**config.mk**
```make
export PLATFORM = sky130hd
export DESIGN_NAME = mem_burst_master_flat
export DESIGN_NICKNAME = d
export VERILOG_FILES = /design/src/rtl/mem_burst_master_if.sv /design/src/rtl/mem_burst_master.sv /design/src/flat_wrapper.sv
export SDC_FILE = /design/constraint.sdc
export NUM_CORES = 1
export LEC_CHECK = 0
export CAP_MARGIN = 20
export CORE_UTILIZATION = 43
export CTS_CLUSTER_DIAMETER = 100
export CTS_CLUSTER_SIZE = 40
export DETAILED_ROUTE_END_ITERATION = 8
export PLACE_DENSITY = 0.82
export SETUP_SLACK_MARGIN = 0.4
export SKIP_LAST_GASP = 1
export SYNTH_ARGS = -nofsm -noshare
export SYNTH_HDL_FRONTEND = slang
export SYNTH_SLANG_ARGS = --single-unit
```
**constraint.sdc**
```tcl
create_clock -name clk -period 5.15 [get_ports clk]
set_clock_uncertainty 0.15 [all_clocks]
set_input_delay 1.03 -clock clk [delete_from_list [all_inputs] [get_ports clk]]
set_output_delay 1.03 -clock clk [all_outputs]
set_load 0.005 [all_outputs]
```
**src/rtl/mem_burst_master_if.sv**
```systemverilog
// Request, write-stream, read-stream and word-memory command signals of the burst master.
// The master modport is the burst master's view; slave is the requester/memory side.
interface mem_burst_master_if #(
   parameter int LEN_W = 4
);
   logic             req_valid;
   logic             req_ready;
   logic             req_write;
   logic [15:0]      req_addr;
   logic [LEN_W-1:0] req_len;
   logic             wr_valid;
   logic             wr_ready;
   logic [15:0]      wr_data;
   logic             rsp_valid;
   logic [15:0]      rsp_data;
   logic             rsp_last;
   logic             done;
   logic [1:0]       mem_mode;
   logic [15:0]      mem_addr;
   logic [15:0]      mem_data_in;
   logic [15:0]      mem_data_out;

   modport master (
      input  req_valid, req_write, req_addr, req_len, wr_valid, wr_data, mem_data_out,
      output req_ready, wr_ready, rsp_valid, rsp_data, rsp_last, done,
             mem_mode, mem_addr, mem_data_in
   );

   modport slave (
      output req_valid, req_write, req_addr, req_len, wr_valid, wr_data, mem_data_out,
      input  req_ready, wr_ready, rsp_valid, rsp_data, rsp_last, done,
             mem_mode, mem_addr, mem_data_in
   );
endinterface

```
**src/rtl/mem_burst_master.sv**
```systemverilog
// Burst load/store initiator for the word-memory port: one memory command per cycle,
// with a two-stage valid/last pipe covering the memory's registered read latency.
module mem_burst_master #(
   parameter int         LEN_W     = 4,
   parameter logic [1:0] MODE_IDLE = 2'b00,
   parameter logic [1:0] MODE_IN   = 2'b01,
   parameter logic [1:0] MODE_OUT  = 2'b10
) (
   input logic               clk,
   input logic               reset,
   mem_burst_master_if.master bus
);
   typedef enum logic [1:0] {IDLE, WR, RD, RD_DRAIN} state_t;

   state_t           state, nxt;
   logic [15:0]      counter;
   logic [LEN_W-1:0] beats_left;
   logic [2:1]       vld_pipe, last_pipe;
   logic [15:0]      rsp_q;
   logic             wr_done;
   logic             issue, wbeat, accept, last_beat;

   assign last_beat = (beats_left == '0);

   always_ff @(posedge clk) begin
      if (reset) state <= IDLE;
      else       state <= nxt;
   end

   always_comb begin
      nxt = state;
      case (state)
         IDLE:     if (bus.req_valid) nxt = bus.req_write ? WR : RD;
         WR:       if (bus.wr_valid && last_beat) nxt = IDLE;
         RD:       if (last_beat) nxt = RD_DRAIN;
         // Once stage 1 is empty the final beat is on the output this cycle.
         RD_DRAIN: if (!vld_pipe[1]) nxt = IDLE;
         default:  nxt = IDLE;
      endcase
   end

   always_comb begin
      accept          = (state == IDLE) && bus.req_valid;
      wbeat           = (state == WR) && bus.wr_valid;
      issue           = (state == RD);
      bus.req_ready   = (state == IDLE);
      bus.wr_ready    = (state == WR);
      bus.mem_mode    = MODE_IDLE;
      bus.mem_addr    = '0;
      bus.mem_data_in = '0;
      if (wbeat) begin
         bus.mem_mode    = MODE_IN;
         bus.mem_data_in = bus.wr_data;
      end else if (issue) begin
         bus.mem_mode = MODE_OUT;
      end
      if (state == WR || state == RD) bus.mem_addr = counter;
   end

   always_ff @(posedge clk) begin
      if (reset) begin
         counter    <= '0;
         beats_left <= '0;
         vld_pipe   <= '0;
         last_pipe  <= '0;
         rsp_q      <= '0;
         wr_done    <= 1'b0;
      end else begin
         if (accept) begin
            counter    <= bus.req_addr;
            beats_left <= bus.req_len;
         end else if (wbeat || issue) begin
            counter    <= counter + 16'd1;
            beats_left <= beats_left - LEN_W'(1);
         end
         vld_pipe[1]  <= issue;
         vld_pipe[2]  <= vld_pipe[1];
         last_pipe[1] <= issue && last_beat;
         last_pipe[2] <= last_pipe[1];
         // Memory output is valid the cycle after the issue.
         if (vld_pipe[1]) rsp_q <= bus.mem_data_out;
         wr_done <= wbeat && last_beat;
      end
   end

   assign bus.rsp_valid = vld_pipe[2];
   assign bus.rsp_data  = rsp_q;
   assign bus.rsp_last  = vld_pipe[2] && last_pipe[2];
   assign bus.done      = wr_done || (vld_pipe[2] && last_pipe[2]);
endmodule
```
**src/flat_wrapper.sv**
```systemverilog
// flat-port wrapper written by rule: the top's interface ports become plain ports
module mem_burst_master_flat 
#(
   parameter int         LEN_W     = 4,
   parameter logic [1:0] MODE_IDLE = 2'b00,
   parameter logic [1:0] MODE_IN   = 2'b01,
   parameter logic [1:0] MODE_OUT  = 2'b10
)
  (clk, reset, bus_req_valid, bus_req_write, bus_req_addr, bus_req_len, bus_wr_valid, bus_wr_data, bus_mem_data_out, bus_req_ready, bus_wr_ready, bus_rsp_valid, bus_rsp_data, bus_rsp_last, bus_done, bus_mem_mode, bus_mem_addr, bus_mem_data_in);
  mem_burst_master_if #(.LEN_W(LEN_W)) bus_i ();
  input logic clk;
  input logic reset;
  input wire logic [$bits(bus_i.req_valid)-1:0] bus_req_valid;
  input wire logic [$bits(bus_i.req_write)-1:0] bus_req_write;
  input wire logic [$bits(bus_i.req_addr)-1:0] bus_req_addr;
  input wire logic [$bits(bus_i.req_len)-1:0] bus_req_len;
  input wire logic [$bits(bus_i.wr_valid)-1:0] bus_wr_valid;
  input wire logic [$bits(bus_i.wr_data)-1:0] bus_wr_data;
  input wire logic [$bits(bus_i.mem_data_out)-1:0] bus_mem_data_out;
  output wire logic [$bits(bus_i.req_ready)-1:0] bus_req_ready;
  output wire logic [$bits(bus_i.wr_ready)-1:0] bus_wr_ready;
  output wire logic [$bits(bus_i.rsp_valid)-1:0] bus_rsp_valid;
  output wire logic [$bits(bus_i.rsp_data)-1:0] bus_rsp_data;
  output wire logic [$bits(bus_i.rsp_last)-1:0] bus_rsp_last;
  output wire logic [$bits(bus_i.done)-1:0] bus_done;
  output wire logic [$bits(bus_i.mem_mode)-1:0] bus_mem_mode;
  output wire logic [$bits(bus_i.mem_addr)-1:0] bus_mem_addr;
  output wire logic [$bits(bus_i.mem_data_in)-1:0] bus_mem_data_in;
  assign bus_i.req_valid = bus_req_valid;
  assign bus_i.req_write = bus_req_write;
  assign bus_i.req_addr = bus_req_addr;
  assign bus_i.req_len = bus_req_len;
  assign bus_i.wr_valid = bus_wr_valid;
  assign bus_i.wr_data = bus_wr_data;
  assign bus_i.mem_data_out = bus_mem_data_out;
  assign bus_req_ready = bus_i.req_ready;
  assign bus_wr_ready = bus_i.wr_ready;
  assign bus_rsp_valid = bus_i.rsp_valid;
  assign bus_rsp_data = bus_i.rsp_data;
  assign bus_rsp_last = bus_i.rsp_last;
  assign bus_done = bus_i.done;
  assign bus_mem_mode = bus_i.mem_mode;
  assign bus_mem_addr = bus_i.mem_addr;
  assign bus_mem_data_in = bus_i.mem_data_in;
  mem_burst_master #(.LEN_W(LEN_W), .MODE_IDLE(MODE_IDLE), .MODE_IN(MODE_IN), .MODE_OUT(MODE_OUT)) u_core (.clk(clk), .reset(reset), .bus(bus_i));
endmodule
```
[Word level (Yosys, flattened, before mapping)]
Index checks and enable logic that the tools add are counted.
Cells by class
  add/sub/neg operators: 2
  reduce and logical (&&, ||, !) cells: 13
  eq/ne operators: 7
  muxes and demuxes: 14
Operator list (count)
  $mux W16: 4
  $add A16 B1 Y16 const B: 1
  $mux W2: 7
  $mux W4: 2
  $pmux W2 S4: 1
  $logic_and A1 B1 Y1: 6
  $ne A2 B2 Y1 const B: 3
  $eq A2 B2 Y1 const B: 2
  $logic_not A4 Y1: 1
  $reduce_and A4 Y1: 1
  $sub A4 B1 Y4 const B: 1
  $logic_or A1 B1 Y1: 3
  $eq A2 B1 Y1 const B: 1
  $logic_not A2 Y1: 1
  $ne A2 B1 Y1 const B: 1
  $reduce_bool A2 Y1: 1
Word-level totals
  register bits: 43
  logic and storage cells: 43
  input bits: 57
  output and inout port bits: 55

[Logic depth before layout (Yosys ltp)]
Gate-level depths: netlist (run 1).
  depth after elaboration: 5
  depth in mapped cells: 7
  mapped depth without buffers: 6

[Least setup slack after synthesis (run 1)]
No wires, ideal clock.
  path kind: input to output
  start point: input bus_wr_valid
  end point: output bus_mem_data_in[10]
  path slack: 2342 ps
  arrival time: 1628 ps
  path buffers: 2
  required time: 3970 ps
  stages on the path: 3
  path through: buf_1 -> clkbuf_1 -> and3_1
Between the ends
  longest elaborated chain between the ends: 2
RTL lines
  start: declaration: RTL line flat_wrapper.sv:17  | input wire logic [$bits(bus_i.wr_valid)-1:0] bus_wr_valid;
  $logic_and A1 B1 Y1: RTL line mem_burst_master.sv:44  | wbeat = (state == WR) && bus.wr_valid;
  $mux W16: RTL line mem_burst_master.sv:51  | if (wbeat) begin
  end: declaration: RTL line flat_wrapper.sv:28  | output wire logic [$bits(bus_i.mem_data_in)-1:0] bus_mem_data_in;
Every way passes these cells.

[Worst setup path after layout (run 1)]
  start point: input bus_wr_valid
  end point: output bus_mem_data_in[6]
The elaborated chain is that of the path after synthesis.

==> flow_summary.json, run 1 <==
{
  "result_of_the_run": "complete, no violations",
  "timing.critical_path.fanout_max": 20,
  "numCtsBuffers": 5,
  "postRouteWirelength_um": 5640,
  "top_level_ports": 112,
  "cts-resized-gates": 0,
  "die_height_um": 73.8,
  "num_antenna_cells": 0,
  "power.ir.vdd_worst_v": 0.000229,
  "timing.hold.ws_ns": 0.298,
  "period_share": 0.741,
  "timing.rr.end": "u_core.counter[15]$_SDFFE_PP0P_",
  "reg2reg_depth": 6,
  "gr-total-overflow": 0,
  "cts_tree": "built",
  "p_leak_nw": 1.28,
  "post_synth_instance_area_um2": 2210,
  "cts.clk_slew.worst_paths_ns": 0.08,
  "critPathRequiredTime_ns": 3.97,
  "setup_viol": 0,
  "fmax_mhz": 262,
  "avgRoutedWirePerCell_um": 13.4,
  "share_of_post_route_cells_with_drive_strength_above_1": 0.0423,
  "synthesis.area_per_instance_um2": 8.72,
  "grt_first_pass_wirelength_um": 9070,
  "grtUsageTotal": 0.217,
  "timing.critical_path.arrival_ns": 2.64,
  "max-cap-violations": 0,
  "drc": 0,
  "initial_core_util": 0.457,
  "drtPass1Iterations": 4,
  "syn_nets": 318,
  "synth.yosys.seq_area_share": 0.389,
  "areaGrowthSynthToFinish_pct": 53.4,
  "floorplan.die.width_um": 73.8,
  "layout.core_utilization": 0.701,
  "io_buffer_count": 111,
  "rr_startpoint": "u_core.state[1]$_SDFFE_PP0P_",
  "instances_no_fill": 422,
  "clock_sinks": 43,
  "maxSlewViolCount": 0,
  "placeableCoreArea_um2": 4850,
  "antenna_left": 0,
  "first_global_vias": 1969,
  "timing.critical_path.from_type": "input pin",
  "grt_setup_unrepaired": "no",
  "worst_setup_path_startpoint": "bus_wr_valid",
  "placed_area_um2": 3310,
  "ys.warnings.count": 0,
  "placement_rows": 25,
  "cts_setup_buffers": 0,
  "placed_cells": 414,
  "routed_via_density": 5.09,
  "maxSlewHeadroom": 0.357,
  "dp_hpwl_um": 4140,
  "hold_path.class": "reg2reg",
  "post_synth_inst_count": 254,
  "finalNetCount": 418,
  "hold_path_end": "u_core.last_pipe[2]$_SDFF_PP0_",
  "postSynthRegisterBits": 43,
  "route.vias.total": 2146,
  "finalHoldViolCount": 0,
  "clock_insertion_delay_worst_skew_ns": 0.29,
  "ctsLongestPathBuffers": 2,
  "die_area_um2": 5440,
  "clock_tree.htree_level_count": 2,
  "synth_cell_type_count": 39,
  "drt-initial-drc-count": 78,
  "grt_max_degree": 38,
  "register_to_register_setup_slack_ns": 2.16,
  "grt_antenna_before_repair": 0,
  "stdcell_area_um2": 3400,
  "cts.root.buffer_cell": "sky130_fd_sc_hd__clkbuf_8",
  "worstHoldPathCells": 1,
  "slew_worst_pin_ns": 0.963,
  "final.min_clock_period_ns": 3.82,
  "setup.worst_path.end_class": "primary output",
  "cts_hold_buf": 0,
  "power_density_nw_per_um2": 369,
  "globalplace.congestion": 0.759,
  "tns_ns": 0,
  "worstHoldStart": "u_core.last_pipe[1]$_SDFF_PP0_",
  "worst-setup-path-type": "in2out"
}
## worst max-delay path by stage
stage	cells past startpoint	endpoint	slack, ns
after floorplan	3	bus_mem_data_in[10]	2.34
after global placement	5	u_core.counter[15]$_SDFFE_PP0P_	1.40
after detailed placement	5	u_core.counter[15]$_SDFFE_PP0P_	1.32
after CTS	3	bus_mem_data_in[6]	1.36
after global routing	3	bus_mem_data_in[5]	1.28
final	3	bus_mem_data_in[6]	1.33
## where the power goes
group          total, mW  internal (mW)  switching, mW
Combinational      0.541          0.303          0.239
Clock              0.213         0.0944          0.118
Sequential         0.498          0.412         0.0869
## cell usage after synthesis
master | n | area, µm²
sky130_fd_sc_hd__nand4_1 | 3 | 18.8
sky130_fd_sc_hd__o21ai_0 | 9 | 45.0
sky130_fd_sc_hd__buf_4 | 2 | 15.0
sky130_fd_sc_hd__or2_2 | 1 | 6.26
sky130_fd_sc_hd__a311oi_1 | 10 | 87.6
sky130_fd_sc_hd__o211ai_1 | 1 | 7.51
sky130_fd_sc_hd__nor2b_1 | 4 | 25.0
sky130_fd_sc_hd__a222oi_1 | 1 | 10.0
sky130_fd_sc_hd__or3_1 | 7 | 43.8
sky130_fd_sc_hd__a21o_1 | 1 | 7.51
sky130_fd_sc_hd__clkbuf_8 | 2 | 27.5
sky130_fd_sc_hd__nand2_2 | 1 | 6.26
sky130_fd_sc_hd__clkbuf_1 | 12 | 45.0
sky130_fd_sc_hd__mux2i_1 | 18 | 180
sky130_fd_sc_hd__buf_1 | 1 | 3.75
sky130_fd_sc_hd__buf_6 | 1 | 11.3
sky130_fd_sc_hd__or3b_2 | 1 | 8.76
sky130_fd_sc_hd__and2_2 | 1 | 7.51
sky130_fd_sc_hd__nor4b_1 | 1 | 8.76
sky130_fd_sc_hd__nand3_1 | 3 | 15.0
sky130_fd_sc_hd__nor2_1 | 35 | 131
sky130_fd_sc_hd__and2_1 | 18 | 113
sky130_fd_sc_hd__nor4_1 | 1 | 6.26
sky130_fd_sc_hd__or4b_1 | 1 | 10.0
sky130_fd_sc_hd__buf_2 | 1 | 5.00
sky130_fd_sc_hd__a21oi_1 | 6 | 30.0
sky130_fd_sc_hd__nor3_1 | 2 | 10.0
sky130_fd_sc_hd__ha_1 | 7 | 87.6
sky130_fd_sc_hd__nor3b_1 | 2 | 15.0
sky130_fd_sc_hd__xor2_1 | 3 | 26.3
sky130_fd_sc_hd__nand2_1 | 12 | 45.0
sky130_fd_sc_hd__dfxtp_1 | 43 | 861
sky130_fd_sc_hd__xnor2_1 | 7 | 61.3
sky130_fd_sc_hd__or4b_4 | 1 | 13.8
sky130_fd_sc_hd__nand4_2 | 1 | 12.5
sky130_fd_sc_hd__and3_1 | 16 | 100
sky130_fd_sc_hd__inv_1 | 8 | 30.0
sky130_fd_sc_hd__a211oi_1 | 9 | 67.6
sky130_fd_sc_hd__and4_1 | 1 | 8.76
## cells in the final DEF (no fill, tap or decap), drive strengths merged
master / count
buf: 1
and2: 19
nand2: 13
or3b: 1
nor2b: 4
a21o: 1
nor3: 2
nor3b: 2
and3: 16
o211ai: 1
and4: 1
a211oi: 9
clkbuf: 5
dfxtp: 43
nor2: 35
xnor2: 7
or4b: 2
clkdlybuf4s50: 111
nand4: 4
a222oi: 1
mux2i: 18
clkinvlp: 2
nand3: 3
ha: 7
xor2: 3
nor4: 1
o21ai: 9
inv: 8
nor4b: 1
or3: 7
or2: 1
clkinv: 1
a21oi: 6
a311oi: 10
## routing by layer
metal / vias up / routed length [µm] / track usage
met5: - / 0 / 0
met4: 0 / 102 / 0.0833
met3: 9 / 324 / 0.0453
met2: 68 / 2790 / 0.367
met1: 983 / 2430 / 0.269
li1: 1086 / - / -
## worst max-delay path, cell delays in order
cell and delay, ns:
sky130_fd_sc_hd__clkdlybuf4s50_1 0.83, sky130_fd_sc_hd__and3_1 0.25, sky130_fd_sc_hd__clkdlybuf4s50_1 0.52
## through the flow
| step | total power [mW] | setup WS [ns] |
|---|---|---|
| 2_1_floorplan | 0.813 | 2.34 |
| 3_3_place_gp | 1.03 | 1.40 |
| 3_5_place_dp | 1.05 | 1.32 |
| 4_1_cts | 1.26 | 1.36 |
| 5_1_grt | 1.35 | 1.28 |
| 6_report | 1.25 | 1.33 |
## sequential cells by signal, indices dropped and copies added (netlist names)
signal / cells
u_core.bus.rsp_data: 16
u_core.vld_pipe: 2
u_core.beats_left: 4
u_core.counter: 16
u_core.wr_done: 1
u_core.state: 2
u_core.last_pipe: 2
## logic make-up after synthesis
group / share of synthesized area
AO/OA/AOI/OAI: 0.115
XOR/XNOR: 0.0396
adder cells (fa/ha/maj): 0.0395
buffers and inverters: 0.0621
flip-flops: 0.389
multiplexers: 0.0814
AND/OR/NAND/NOR: 0.273
## final cells by class
cell class	instances	area (µm²)
clock inverter	3	20.0
inverter	8	30.0
tap	67	83.8
sequential	43	861
fill	407	1450
clock buffer	5	68.8
multi-input combinational	184	1220
timing repair buffer	112	1120
No activity file was read; power rests on OpenSTA's default activity.
==> run 2, diff against run 1 <==
--- a/config.mk
+++ b/config.mk
@@ -6,11 +6,11 @@
 export NUM_CORES = 1
 export LEC_CHECK = 0
 export CAP_MARGIN = 20
-export CORE_UTILIZATION = 43
+export CORE_UTILIZATION = 40
 export CTS_CLUSTER_DIAMETER = 100
 export CTS_CLUSTER_SIZE = 40
 export DETAILED_ROUTE_END_ITERATION = 8
-export PLACE_DENSITY = 0.82
+export PLACE_DENSITY = 0.77
 export SETUP_SLACK_MARGIN = 0.4
 export SKIP_LAST_GASP = 1
 export SYNTH_ARGS = -nofsm -noshare
==> constraint.sdc (replaced) <==
create_clock -name clk -period 4 [get_ports clk]
set_clock_uncertainty 0.15 [all_clocks]
set_input_delay 0.8 -clock clk [delete_from_list [all_inputs] [get_ports clk]]
set_output_delay 0.8 -clock clk [all_outputs]
set_load 0.005 [all_outputs]
==> run 2 against run 1 <==
Compared with the run above: final area rose by 0.96%; sequential power increased by 29%; power increased by 32%; die area is 7.3% higher; largest cell class unchanged.
==> flow_summary.json, run 2 (synthesis gave the netlist of run 1 again) <==
{
  "antenna_left": 0,
  "die_area_um2": 5840,
  "numCtsBuffers": 5,
  "placeableCoreArea_um2": 5200,
  "grt_setup_unrepaired": "no",
  "cts_hold_buf": 0,
  "dp_hpwl_um": 4140,
  "gr-total-overflow": 0,
  "grtUsageTotal": 0.200,
  "drt-initial-drc-count": 65,
  "timing.critical_path.fanout_max": 16,
  "power.ir.vdd_worst_v": 0.000341,
  "postRouteWirelength_um": 5580,
  "leading_cell_types_in_the_layout_fill_and_taps_excluded": "sky130_fd_sc_hd__clkdlybuf4s50_1 (111), sky130_fd_sc_hd__dfxtp_1 (43), sky130_fd_sc_hd__nor2_1 (35)",
  "layout.cells.most_common": "sky130_fd_sc_hd__clkdlybuf4s50_1",
  "kind_of_cell_adding_the_most_delay_to_the_critical_path": "buffers and inverters",
  "cts.root.buffer_cell": "sky130_fd_sc_hd__clkbuf_8",
  "drtPass1Iterations": 6,
  "max-cap-violations": 0,
  "setup.worst_path.end_class": "primary output",
  "floorplan.die.width_um": 76.4,
  "path_buf_inv": 3,
  "num_antenna_cells": 0,
  "cts.clk_slew.worst_paths_ns": 0.10,
  "initial_core_util": 0.425,
  "layout.core_utilization": 0.659,
  "power_density_nw_per_um2": 481,
  "placement_rows": 26,
  "critical_path.cell_chain": "clkdlybuf4s50_1 > buf_4 > and3_1 > clkdlybuf4s50_1",
  "grt_first_pass_wirelength_um": 9520,
  "clock_power_share": 0.179,
  "drc": 0,
  "register_to_register_setup_slack_ns": 1.17,
  "avgRoutedWirePerCell_um": 13.0,
  "first_global_vias": 2018,
  "slew_worst_pin_ns": 0.984,
  "die_height_um": 76.4,
  "ctsLongestPathBuffers": 2,
  "share_of_post_route_cells_with_drive_strength_above_1": 0.0503,
  "fmax_mhz": 313,
  "period_share": 0.800,
  "grt_antenna_before_repair": 0,
  "clock_tree.htree_level_count": 2,
  "finalNetCount": 421,
  "p_leak_nw": 1.30,
  "setup_viol": 0,
  "tns_ns": 0,
  "result_of_the_run": "complete, no violations",
  "p_int_mw": 1.06,
  "clock_sinks": 43,
  "routed_via_density": 4.98,
  "sequentialPowerShare": 0.389,
  "sw_frac_of_total": 0.357,
  "cts_tree": "built",
  "final.min_clock_period_ns": 3.20,
  "n_fill_cell": 450,
  "critical_path.slowest_cell": "sky130_fd_sc_hd__clkdlybuf4s50_1",
  "cts-resized-gates": 0,
  "globalplace.congestion": 0.729,
  "io_buffer_count": 111,
  "grt_max_degree": 43,
  "worst_path_most_repeated_cell": "sky130_fd_sc_hd__clkdlybuf4s50_1",
  "cts_setup_buffers": 0,
  "top_level_ports": 112,
  "route.vias.total": 2130,
  "maxSlewHeadroom": 0.343,
  "stdcell_area_um2": 3430,
  "timing.critical_path.from_type": "input pin",
  "areaGrowthSynthToFinish_pct": 54.9,
  "worst-setup-path-type": "in2out",
  "maxSlewViolCount": 0,
  "worst_path_largest_cell_delay_ns": 0.56,
  "critPathRequiredTime_ns": 3.05,
  "finalHoldViolCount": 0,
  "power.switching_mw": 0.588,
  "pwr-share-comb": 0.432,
  "hold_path.class": "reg2reg",
  "timing.critical_path.arrival_ns": 2.25,
  "clock_insertion_delay_worst_skew_ns": 0.30,
  "placed_area_um2": 3340
}
## run 2: final timing paths
path | startpoint | to | cells after the start
max | bus_wr_valid | bus_mem_data_in[1] | 4
min | u_core.last_pipe[1]$_SDFF_PP0_ | u_core.last_pipe[2]$_SDFF_PP0_ | 1
max reg2reg | u_core.state[1]$_SDFFE_PP0P_ | u_core.counter[15]$_SDFFE_PP0P_ | 7
min reg2reg | u_core.last_pipe[1]$_SDFF_PP0_ | u_core.last_pipe[2]$_SDFF_PP0_ | 1
## run 2: metrics by stage
stage | instances | worst slack, ns | power [mW] | hold slack, ns
final | 428 | 0.801 | 1.65 | 0.294
after global routing | 428 | 0.724 | 1.78 | 0.314
after CTS | 428 | 0.804 | 1.66 | 0.294
after detailed placement | 420 | 0.812 | 1.36 | 0.290
after global placement | 420 | 0.832 | 1.35 | 0.268
after floorplan | 254 | 1.65 | 1.05 | 0.264
## run 2: power by group through the flow
| stage | sequential, mW | combinational (mW) | clock [mW] |
|---|---|---|---|
| finish | 0.641 | 0.713 | 0.294 |
| global route | 0.659 | 0.801 | 0.318 |
| CTS | 0.641 | 0.719 | 0.300 |
| detailed placement | 0.649 | 0.713 | 0 |
| global placement | 0.646 | 0.703 | 0 |
| floorplan | 0.609 | 0.438 | 0 |
## run 2: routing by layer
metal  up-vias  part of all wire  track usage
met1       969              0.45        0.250
li1       1095                 -            -
met4         0             0.020       0.0654
met5         -                 0            0
met2        55              0.49        0.339
met3        11             0.045       0.0431
## run 2: final cells by class
cell class              instances  area, µm²  share of cell area
well taps                      70       87.6              0.0255
clock inverters                 3       26.3             0.00766
repair buffers                115       1140               0.333
multi-input cells             184       1220               0.354
inverters                       8       30.0             0.00875
flip-flops and latches         43        861               0.251
clock buffers                   5       68.8              0.0201
